File: src/rtl/data_cache_wt_if.sv
// Core-side and memory-side signal bundle for the write-through data cache.
// slave: the cache's view. master: the core and backing memory driving the cache.
// Scalar clock/reset are not part of the bundle.
interface data_cache_wt_if #(
  parameter int ADDR_SIZE = 32,
  parameter int DATA_SIZE = 32,
  parameter int CNT_SIZE  = 32
);
  // core side
  logic                 req_valid;
  logic [ADDR_SIZE-1:0] addr;
  logic                 write_enable;
  logic [DATA_SIZE-1:0] write_data;
  logic [DATA_SIZE-1:0] read_data;
  logic                 hit;
  logic                 ready;
  logic                 flush;
  // backing-memory side
  logic                 mem_req;
  logic [ADDR_SIZE-1:0] mem_addr;
  logic                 mem_write_enable;
  logic [DATA_SIZE-1:0] mem_write_data;
  logic [DATA_SIZE-1:0] mem_read_data;
  logic                 mem_ack;
  // statistics
  logic [CNT_SIZE-1:0]  hit_count;
  logic [CNT_SIZE-1:0]  miss_count;

  modport slave (
    input  req_valid, addr, write_enable, write_data, flush, mem_read_data, mem_ack,
    output read_data, hit, ready, mem_req, mem_addr, mem_write_enable, mem_write_data,
           hit_count, miss_count
  );

  modport master (
    output req_valid, addr, write_enable, write_data, flush, mem_read_data, mem_ack,
    input  read_data, hit, ready, mem_req, mem_addr, mem_write_enable, mem_write_data,
           hit_count, miss_count
  );
endinterface

File: src/rtl/data_cache_wt.sv
// Direct-mapped write-through, no-write-allocate data cache with flush and hit/miss counters.
// Latency: load hit completes combinationally in the request cycle; miss/store take memory latency + 1 (RESP).
// Backpressure: core holds its request until ready; memory request held until mem_ack.
module data_cache_wt #(
  parameter int ADDR_SIZE = 32,
  parameter int DATA_SIZE = 32,
  parameter int NUM_LINES = 16,
  parameter int CNT_SIZE  = 32
) (
  input logic          clk,
  input logic          rst,
  data_cache_wt_if.slave bus
);
  localparam int IDX_W = $clog2(NUM_LINES);
  localparam int TAG_W = ADDR_SIZE - 2 - IDX_W;

  typedef enum logic [1:0] {S_IDLE, S_REFILL, S_WRITE, S_RESP} state_t;

  state_t               r_state;
  logic [NUM_LINES-1:0] r_valid;
  logic [TAG_W-1:0]     r_tag  [NUM_LINES];
  logic [DATA_SIZE-1:0] r_data [NUM_LINES];
  logic [DATA_SIZE-1:0] r_resp_data;
  logic [CNT_SIZE-1:0]  r_hit_cnt;
  logic [CNT_SIZE-1:0]  r_miss_cnt;

  logic [IDX_W-1:0] w_idx;
  logic [TAG_W-1:0] w_tag;
  logic w_idle, w_line_hit, w_load_hit, w_load_miss, w_store, w_flush;
  logic w_refill_done, w_write_done, w_mem_busy;
  logic w_unused;

  assign w_idx         = bus.addr[2 +: IDX_W];
  assign w_tag         = bus.addr[ADDR_SIZE-1 -: TAG_W];
  assign w_idle        = (r_state == S_IDLE);
  assign w_line_hit    = r_valid[w_idx] && (r_tag[w_idx] == w_tag);
  assign w_load_hit    = w_idle && bus.req_valid && !bus.write_enable && w_line_hit;
  assign w_load_miss   = w_idle && bus.req_valid && !bus.write_enable && !w_line_hit;
  assign w_store       = w_idle && bus.req_valid && bus.write_enable;
  // Flush only when the cache is idle and nothing is being requested; never queued.
  assign w_flush       = w_idle && !bus.req_valid && bus.flush;
  assign w_refill_done = (r_state == S_REFILL) && bus.mem_ack;
  assign w_write_done  = (r_state == S_WRITE) && bus.mem_ack;
  assign w_mem_busy    = (r_state == S_REFILL) || (r_state == S_WRITE);
  // Byte-offset bits do not select anything in a one-word-per-line cache.
  assign w_unused      = ^bus.addr[1:0];

  // Core response: hits answer in the request cycle, misses/stores answer from RESP.
  assign bus.ready     = w_load_hit || (r_state == S_RESP);
  assign bus.hit       = w_load_hit;
  assign bus.read_data = w_load_hit ? r_data[w_idx] :
                         (r_state == S_RESP) ? r_resp_data : '0;

  // Memory request is a pure function of state, so reset drops it immediately.
  assign bus.mem_req          = w_mem_busy;
  assign bus.mem_addr         = w_mem_busy ? {bus.addr[ADDR_SIZE-1:2], 2'b00} : '0;
  assign bus.mem_write_enable = (r_state == S_WRITE);
  assign bus.mem_write_data   = (r_state == S_WRITE) ? bus.write_data : '0;

  assign bus.hit_count  = r_hit_cnt;
  assign bus.miss_count = r_miss_cnt;

  // Control FSM: state, valid bits, statistics and the captured response word.
  always_ff @(posedge clk or posedge rst) begin
    if (rst) begin
      r_state     <= S_IDLE;
      r_valid     <= '0;
      r_hit_cnt   <= '0;
      r_miss_cnt  <= '0;
      r_resp_data <= '0;
    end else begin
      case (r_state)
        S_IDLE: begin
          if (w_flush) begin
            r_valid    <= '0;
            r_hit_cnt  <= '0;
            r_miss_cnt <= '0;
          end else if (w_load_hit) begin
            if (r_hit_cnt != '1) r_hit_cnt <= r_hit_cnt + 1'b1;
          end else if (w_load_miss) begin
            if (r_miss_cnt != '1) r_miss_cnt <= r_miss_cnt + 1'b1;
            r_state <= S_REFILL;
          end else if (w_store) begin
            r_state <= S_WRITE;
          end
        end
        S_REFILL: begin
          if (bus.mem_ack) begin
            r_valid[w_idx] <= 1'b1;
            r_resp_data    <= bus.mem_read_data;
            r_state        <= S_RESP;
          end
        end
        S_WRITE: begin
          if (bus.mem_ack) begin
            r_resp_data <= '0;
            r_state     <= S_RESP;
          end
        end
        default: r_state <= S_IDLE;
      endcase
    end
  end

  // Line payload: refill installs tag+data; a store updates data only if the line already hits.
  always_ff @(posedge clk) begin
    if (w_refill_done) begin
      r_tag[w_idx]  <= w_tag;
      r_data[w_idx] <= bus.mem_read_data;
    end else if (w_store && w_line_hit) begin
      r_data[w_idx] <= bus.write_data;
    end
  end
endmodule

File: src/flat_wrapper.sv
// flat-port wrapper written by rule: the top's interface ports become plain ports
module data_cache_wt_flat 
#(
  parameter int ADDR_SIZE = 32,
  parameter int DATA_SIZE = 32,
  parameter int NUM_LINES = 16,
  parameter int CNT_SIZE  = 32
)
  (clk, rst, bus_req_valid, bus_addr, bus_write_enable, bus_write_data, bus_flush, bus_mem_read_data, bus_mem_ack, bus_read_data, bus_hit, bus_ready, bus_mem_req, bus_mem_addr, bus_mem_write_enable, bus_mem_write_data, bus_hit_count, bus_miss_count);
  data_cache_wt_if #(.ADDR_SIZE(ADDR_SIZE), .DATA_SIZE(DATA_SIZE), .CNT_SIZE(CNT_SIZE)) bus_i ();
  input logic clk;
  input logic rst;
  input wire logic [$bits(bus_i.req_valid)-1:0] bus_req_valid;
  input wire logic [$bits(bus_i.addr)-1:0] bus_addr;
  input wire logic [$bits(bus_i.write_enable)-1:0] bus_write_enable;
  input wire logic [$bits(bus_i.write_data)-1:0] bus_write_data;
  input wire logic [$bits(bus_i.flush)-1:0] bus_flush;
  input wire logic [$bits(bus_i.mem_read_data)-1:0] bus_mem_read_data;
  input wire logic [$bits(bus_i.mem_ack)-1:0] bus_mem_ack;
  output wire logic [$bits(bus_i.read_data)-1:0] bus_read_data;
  output wire logic [$bits(bus_i.hit)-1:0] bus_hit;
  output wire logic [$bits(bus_i.ready)-1:0] bus_ready;
  output wire logic [$bits(bus_i.mem_req)-1:0] bus_mem_req;
  output wire logic [$bits(bus_i.mem_addr)-1:0] bus_mem_addr;
  output wire logic [$bits(bus_i.mem_write_enable)-1:0] bus_mem_write_enable;
  output wire logic [$bits(bus_i.mem_write_data)-1:0] bus_mem_write_data;
  output wire logic [$bits(bus_i.hit_count)-1:0] bus_hit_count;
  output wire logic [$bits(bus_i.miss_count)-1:0] bus_miss_count;
  assign bus_i.req_valid = bus_req_valid;
  assign bus_i.addr = bus_addr;
  assign bus_i.write_enable = bus_write_enable;
  assign bus_i.write_data = bus_write_data;
  assign bus_i.flush = bus_flush;
  assign bus_i.mem_read_data = bus_mem_read_data;
  assign bus_i.mem_ack = bus_mem_ack;
  assign bus_read_data = bus_i.read_data;
  assign bus_hit = bus_i.hit;
  assign bus_ready = bus_i.ready;
  assign bus_mem_req = bus_i.mem_req;
  assign bus_mem_addr = bus_i.mem_addr;
  assign bus_mem_write_enable = bus_i.mem_write_enable;
  assign bus_mem_write_data = bus_i.mem_write_data;
  assign bus_hit_count = bus_i.hit_count;
  assign bus_miss_count = bus_i.miss_count;
  data_cache_wt #(.ADDR_SIZE(ADDR_SIZE), .DATA_SIZE(DATA_SIZE), .NUM_LINES(NUM_LINES), .CNT_SIZE(CNT_SIZE)) u_core (.clk(clk), .rst(rst), .bus(bus_i));
endmodule
File: config.mk
export PLATFORM = sky130hd
export DESIGN_NAME = data_cache_wt_flat
export DESIGN_NICKNAME = d
export VERILOG_FILES = /design/src/rtl/data_cache_wt_if.sv /design/src/rtl/data_cache_wt.sv /design/src/flat_wrapper.sv
export SDC_FILE = /design/constraint.sdc
export NUM_CORES = 1
export LEC_CHECK = 0
export CAP_MARGIN = 5
export CORE_MARGIN = 10
export CORE_UTILIZATION = 55
export CTS_BUF_LIST = sky130_fd_sc_hd__clkbuf_16
export DETAILED_ROUTE_END_ITERATION = 12
export MAX_ROUTING_LAYER = met4
export PLACE_DENSITY_LB_ADDON = 0.1
export SYNTH_ARGS = -nofsm -noshare
export SYNTH_HDL_FRONTEND = slang
export SYNTH_SLANG_ARGS = --single-unit
File: constraint.sdc
create_clock -name clk -period 9.05 [get_ports clk]
set_clock_uncertainty 0.1 [all_clocks]
set_input_delay 2.715 -clock clk [delete_from_list [all_inputs] [get_ports clk]]
set_output_delay 2.715 -clock clk [all_outputs]
set_load 0.005 [all_outputs]
==> flow_summary.html <==
<table>
<tr><th>Metric</th><th>Value</th></tr>
<tr><th colspan="2">Run status</th></tr>
<tr><td>Run status</td><td>completed</td></tr>
<tr><th colspan="2">Timing</th></tr>
<tr><td>Setup repair after global routing missed its margin</td><td>yes</td></tr>
<tr><td>Max-slew headroom at the worst pin</td><td>19.7%</td></tr>
<tr><td>Final setup viols</td><td>0</td></tr>
<tr><td>Final Slew Violations</td><td>0</td></tr>
<tr><td>Highest Clock Rate</td><td>roughly 110 MHz</td></tr>
<tr><td>Tcrit/Tclk final</td><td>99.3%</td></tr>
<tr><td>Measured slew at the worst slew-check pin</td><td>1200 ps</td></tr>
<tr><td>Period minus WS final</td><td>about 9000 ps</td></tr>
<tr><td>Number of hold-slack violations in the final timing report</td><td>0</td></tr>
<tr><td>Worst hold slack</td><td>382 ps</td></tr>
<tr><td>Slack of the critical path</td><td>60.7 ps</td></tr>
<tr><th colspan="2">Pwr</th></tr>
<tr><td>Leakage power figure</td><td>18.1 nW</td></tr>
<tr><td>Total power after layout</td><td>11.6 mW</td></tr>
<tr><td>Largest voltage drop on the vdd net</td><td>0.000183 V</td></tr>
<tr><td>Power density over the cells</td><td>roughly 220 nW/um2</td></tr>
<tr><th colspan="2">Global route</th></tr>
<tr><td>Number of global-route vias before repair</td><td>24.9k</td></tr>
<tr><td>Maximum number of pins on one net before global-route repair</td><td>83</td></tr>
<tr><td>Initial antenna violation count</td><td>2</td></tr>
<tr><td>Total gr overflow</td><td>0</td></tr>
<tr><td>First-pass GRT wire length</td><td>163 mm</td></tr>
<tr><td>Global routing usage summed across all routing layers</td><td>24.8%</td></tr>
<tr><th colspan="2">Logic synthesis</th></tr>
<tr><td>Yosys top cell by area</td><td>sky130_fd_sc_hd__edfxtp_1</td></tr>
<tr><td>Primary FF master, synth</td><td>sky130_fd_sc_hd__edfxtp_1</td></tr>
<tr><td>FF+latch count, synth</td><td>approximately 1.0k</td></tr>
<tr><td>Number of enable flip-flop cells after synthesis</td><td>928</td></tr>
<tr><td>Top cells by area in the synthesized netlist</td><td>sky130_fd_sc_hd__edfxtp_1 64%, sky130_fd_sc_hd__mux4_2 11%, sky130_fd_sc_hd__dfrtp_1 6.6%</td></tr>
<tr><td>Share of flip-flops with an asynchronous set or reset</td><td>between 10% and 20%</td></tr>
<tr><td>Yosys Warn Count</td><td>0</td></tr>
<tr><td>Fraction of synthesized cell area taken by the top area cell type</td><td>64.4%</td></tr>
<tr><td>Total standard cell area after synthesis</td><td>43300 um2</td></tr>
<tr><td>Post-Synthesis Cells</td><td>approximately 2.5k</td></tr>
<tr><td>Synth Area per Inst</td><td>17.5 um2</td></tr>
<tr><td>Distinct cell type count after synthesis</td><td>a little under 80</td></tr>
<tr><td>Proportion of synthesized chip area in sequential cells</td><td>between 70% and 80%</td></tr>
<tr><th colspan="2">Finish</th></tr>
<tr><td>Layout filler cell count</td><td>5139</td></tr>
<tr><td>Utilization after layout</td><td>about two thirds</td></tr>
<tr><td>Area growth from synthesis to final layout</td><td>20.1%</td></tr>
<tr><td>Layout Nets</td><td>~3k</td></tr>
<tr><td>Most common library cell in the layout ignoring fill and taps</td><td>sky130_fd_sc_hd__edfxtp_1</td></tr>
<tr><td>Post-route cell area</td><td>approximately 52000 um2</td></tr>
<tr><td>Most frequent cells in the layout</td><td>928 x sky130_fd_sc_hd__edfxtp_1, 225 x sky130_fd_sc_hd__clkdlybuf4s50_1, 216 x sky130_fd_sc_hd__mux4_2</td></tr>
<tr><td>Share of cells above drive strength 1</td><td>22.7%</td></tr>
<tr><th colspan="2">Placement</th></tr>
<tr><td>Half-perimeter wire length after placement</td><td>64.6 mm</td></tr>
<tr><td>Final weighted congestion in routability-driven placement</td><td>0.823</td></tr>
<tr><td>Port Buffers</td><td>between 200 and 300</td></tr>
<tr><td>Instance area after placement</td><td>~48000 um2</td></tr>
<tr><td>Worst slack after detailed placement</td><td>-287 ps</td></tr>
<tr><th colspan="2">Clocking</th></tr>
<tr><td>Buffer cell driving the clock tree root</td><td>sky130_fd_sc_hd__clkbuf_16</td></tr>
<tr><td>Number of H-tree branching levels</td><td>3</td></tr>
<tr><td>Clock Path Buffers</td><td>3</td></tr>
<tr><td>TritonCTS clock tree</td><td>yes</td></tr>
<tr><td>CTS Sinks</td><td>~1.0k</td></tr>
<tr><td>Number of hold buffers added after CTS</td><td>0</td></tr>
<tr><td>Clk_lat worst skew</td><td>670 ps</td></tr>
<tr><td>Clock slew seen by the registers of the worst setup and hold paths</td><td>about 60 ps</td></tr>
<tr><td>TritonCTS buffer count</td><td>106</td></tr>
<tr><th colspan="2">Floorplanning</th></tr>
<tr><td>Initial cell density of the core</td><td>roughly 56%</td></tr>
<tr><td>Core Box Area</td><td>about 80000 um2</td></tr>
<tr><td>Die Footprint</td><td>90400 um2</td></tr>
<tr><td>Placement Rows</td><td>102</td></tr>
<tr><td>Die outline height</td><td>301 um</td></tr>
<tr><td>Die Span X</td><td>301 um</td></tr>
<tr><td>Number of ports placed on the die boundary</td><td>266</td></tr>
<tr><th colspan="2">Drt</th></tr>
<tr><td>Total routed wirelength</td><td>110 mm</td></tr>
<tr><td>Avg Vias per Cell</td><td>6.15</td></tr>
<tr><td>Number of search-and-repair iterations in the first detailed-routing pass</td><td>5</td></tr>
<tr><td>Number of nets with antenna violations after detailed routing</td><td>0</td></tr>
<tr><td>Violation count after the first detailed-routing iteration</td><td>2320</td></tr>
<tr><td>Vias post-DR</td><td>24.7k</td></tr>
<tr><td>DRC violation count after routing</td><td>0</td></tr>
<tr><td>Detail-routed net length per standard cell</td><td>27.4 um</td></tr>
<tr><th colspan="2">Flow run</th></tr>
<tr><td>Count of max-cap constraint violations</td><td>0</td></tr>
<tr><th colspan="2">Hold path</th></tr>
<tr><td>Hold Path Stages</td><td>2</td></tr>
<tr><td>Worst hold path startpoint</td><td>u_core.r_resp_data[25]$_DFFE_PP0P_</td></tr>
<tr><td>Hold worst-path end</td><td>u_core.r_resp_data[25]$_DFFE_PP0P_</td></tr>
<tr><td>Worst min-delay path class</td><td>flip-flop to flip-flop</td></tr>
<tr><th colspan="2">Critical path</th></tr>
<tr><td>Highest-delay cell along the critical path</td><td>sky130_fd_sc_hd__or4_4</td></tr>
<tr><td>Worst Setup Start Kind</td><td>primary input</td></tr>
<tr><td>Cell count of the worst reg-to-reg path</td><td>12</td></tr>
<tr><td>Setup slack of the most critical reg-to-reg path</td><td>4000 ps</td></tr>
<tr><td>Cells along the critical path</td><td>bufbuf_16 &gt; mux4_2 &gt; mux2i_1 &gt; xnor2_1 &gt; a311oi_2 &gt; buf_4 &gt; o21ai_1 &gt; or4_4 &gt; nor4_4 &gt; buf_12 &gt; buf_4 &gt; or2_2 &gt; clkdlybuf4s50_1</td></tr>
<tr><td>Maximum single-stage delay on the critical path</td><td>590 ps</td></tr>
<tr><td>Worst reg2reg startpoint</td><td>u_core.r_tag[9][18]$_DFFE_PP_</td></tr>
<tr><td>Crit path arrival time</td><td>6170 ps</td></tr>
<tr><td>Worst setup path class</td><td>primary input to output pin</td></tr>
<tr><td>Largest delay contributor family on the critical path</td><td>buffers and inverters</td></tr>
<tr><td>Kind of capture point of the worst setup path</td><td>output pin</td></tr>
<tr><td>Max FO, Critical Path</td><td>8</td></tr>
<tr><td>Critical path required time</td><td>6240 ps</td></tr>
<tr><td>Buffer and inverter count on the worst path</td><td>5</td></tr>
<tr><td>Logic depth of the worst setup path including buffers</td><td>13</td></tr>
<tr><td>CP most frequent cell</td><td>sky130_fd_sc_hd__buf_4</td></tr>
<tr><td>Worst reg2reg endpoint</td><td>u_core.r_data[3][2]$_DFFE_PP_</td></tr>
</table>
[per-stage QoR]
step	instances	setup TNS, ps
3_5_place_dp	3804	-7820
4_1_cts	4005	0
5_1_grt	4010	-102
6_report	4010	0
3_3_place_gp	3804	-6260
2_1_floorplan	2469	0
[synthesized netlist by cell type (all sizes together) (9+ instances only)]
master and number:
buf 65, xnor2 23, mux4 216, nor3b 9
o21ai 88, a21oi 39, o22ai 9, o211ai 15
or4 12, a31oi 9, inv 16, nand2 190
nand3 52, and3 29, nor2 77, a22oi 35
mux2 43, clkbuf 80, and2 71, edfxtp 928
xor2 9, nand4 13, mux2i 132, nand2b 44
nor3 41, a221oi 9, dfrtp 114
[worst max-delay path by stage]
stage          slack (ps)           endpoint         from
6_report               60          bus_ready  bus_addr[3]
5_1_grt              -100          bus_ready  bus_addr[3]
2_1_floorplan         530  bus_read_data[11]  bus_addr[3]
3_3_place_gp         -240  bus_read_data[22]  bus_addr[3]
3_5_place_dp         -290  bus_read_data[22]  bus_addr[3]
4_1_cts                20          bus_ready  bus_addr[3]
[tightest hold or removal path: cells and delay by family (launching register included)]
kind,cells,cell delay (ps)
flops,1,340
simple gates,1,50
compound gates,1,60
[routing by layer]
layer / track usage [%] / part of all wire, % / vias up / wire length, um
met5: - / 0 / - / 0
met4: 6.39 / 2.2 / 0 / 2410
met3: 3.56 / 6.9 / 167 / 7610
met2: 39.4 / 50 / 987 / 54400
met1: 33.6 / 41 / 12900 / 45400
li1: - / - / 10700 / -
[sequential cells by signal (all words and copies together), names as in the netlist]
signal and count:
u_core.r_data 512, u_core.r_tag 416, u_core.bus.hit_count 32, u_core.bus.miss_count 32
u_core.r_resp_data 32, u_core.r_valid 16, u_core.r_state 2
[repair_timing]
item / in CTS / in global routing
gates resized for setup: 47 / 42
pin swaps: 4 / 0
setup buffers: 2 / 1
gates cloned: 3 / 3
setup endpoints to repair: 34 / 32
[layout make-up]
cell class	count	area, um2	area share [%]
Antenna cell	1	2.50	0.00481
Clock buffer	109	2730	5.24
Clock inverter	87	646	1.24
Inverter	17	70.1	0.135
Multi-Input combinational cell	1265	12100	23.2
Sequential cell	1042	30700	59.0
Tap cell	1040	1300	2.50
Timing Repair Buffer	449	4490	8.63
[cells by family after synthesis]
group | Yosys count | share of synthesized area, %
buffers and inverters | 162 | 1.83
adders and majority gates | 7 | 0.202
xor gates and xnor gates | 32 | 0.665
other | 1 | 0.00866
muxes | 391 | 15.7
DFF | 1042 | 70.9
and+or+nand+nor | 573 | 6.75
AOI/OAI and AO/OA | 260 | 3.94
[power by group]
part | switching [mW] | total (mW) | internal [mW] | leakage (nW)
sequential | 0.117 | 5.55 | 5.43 | 9.81
clock | 1.80 | 4.23 | 2.43 | 1.76
combinational | 1.00 | 1.81 | 0.807 | 6.51
total | 2.92 | 11.6 | 8.67 | 18.1
(Power assumes the default switching activity.)
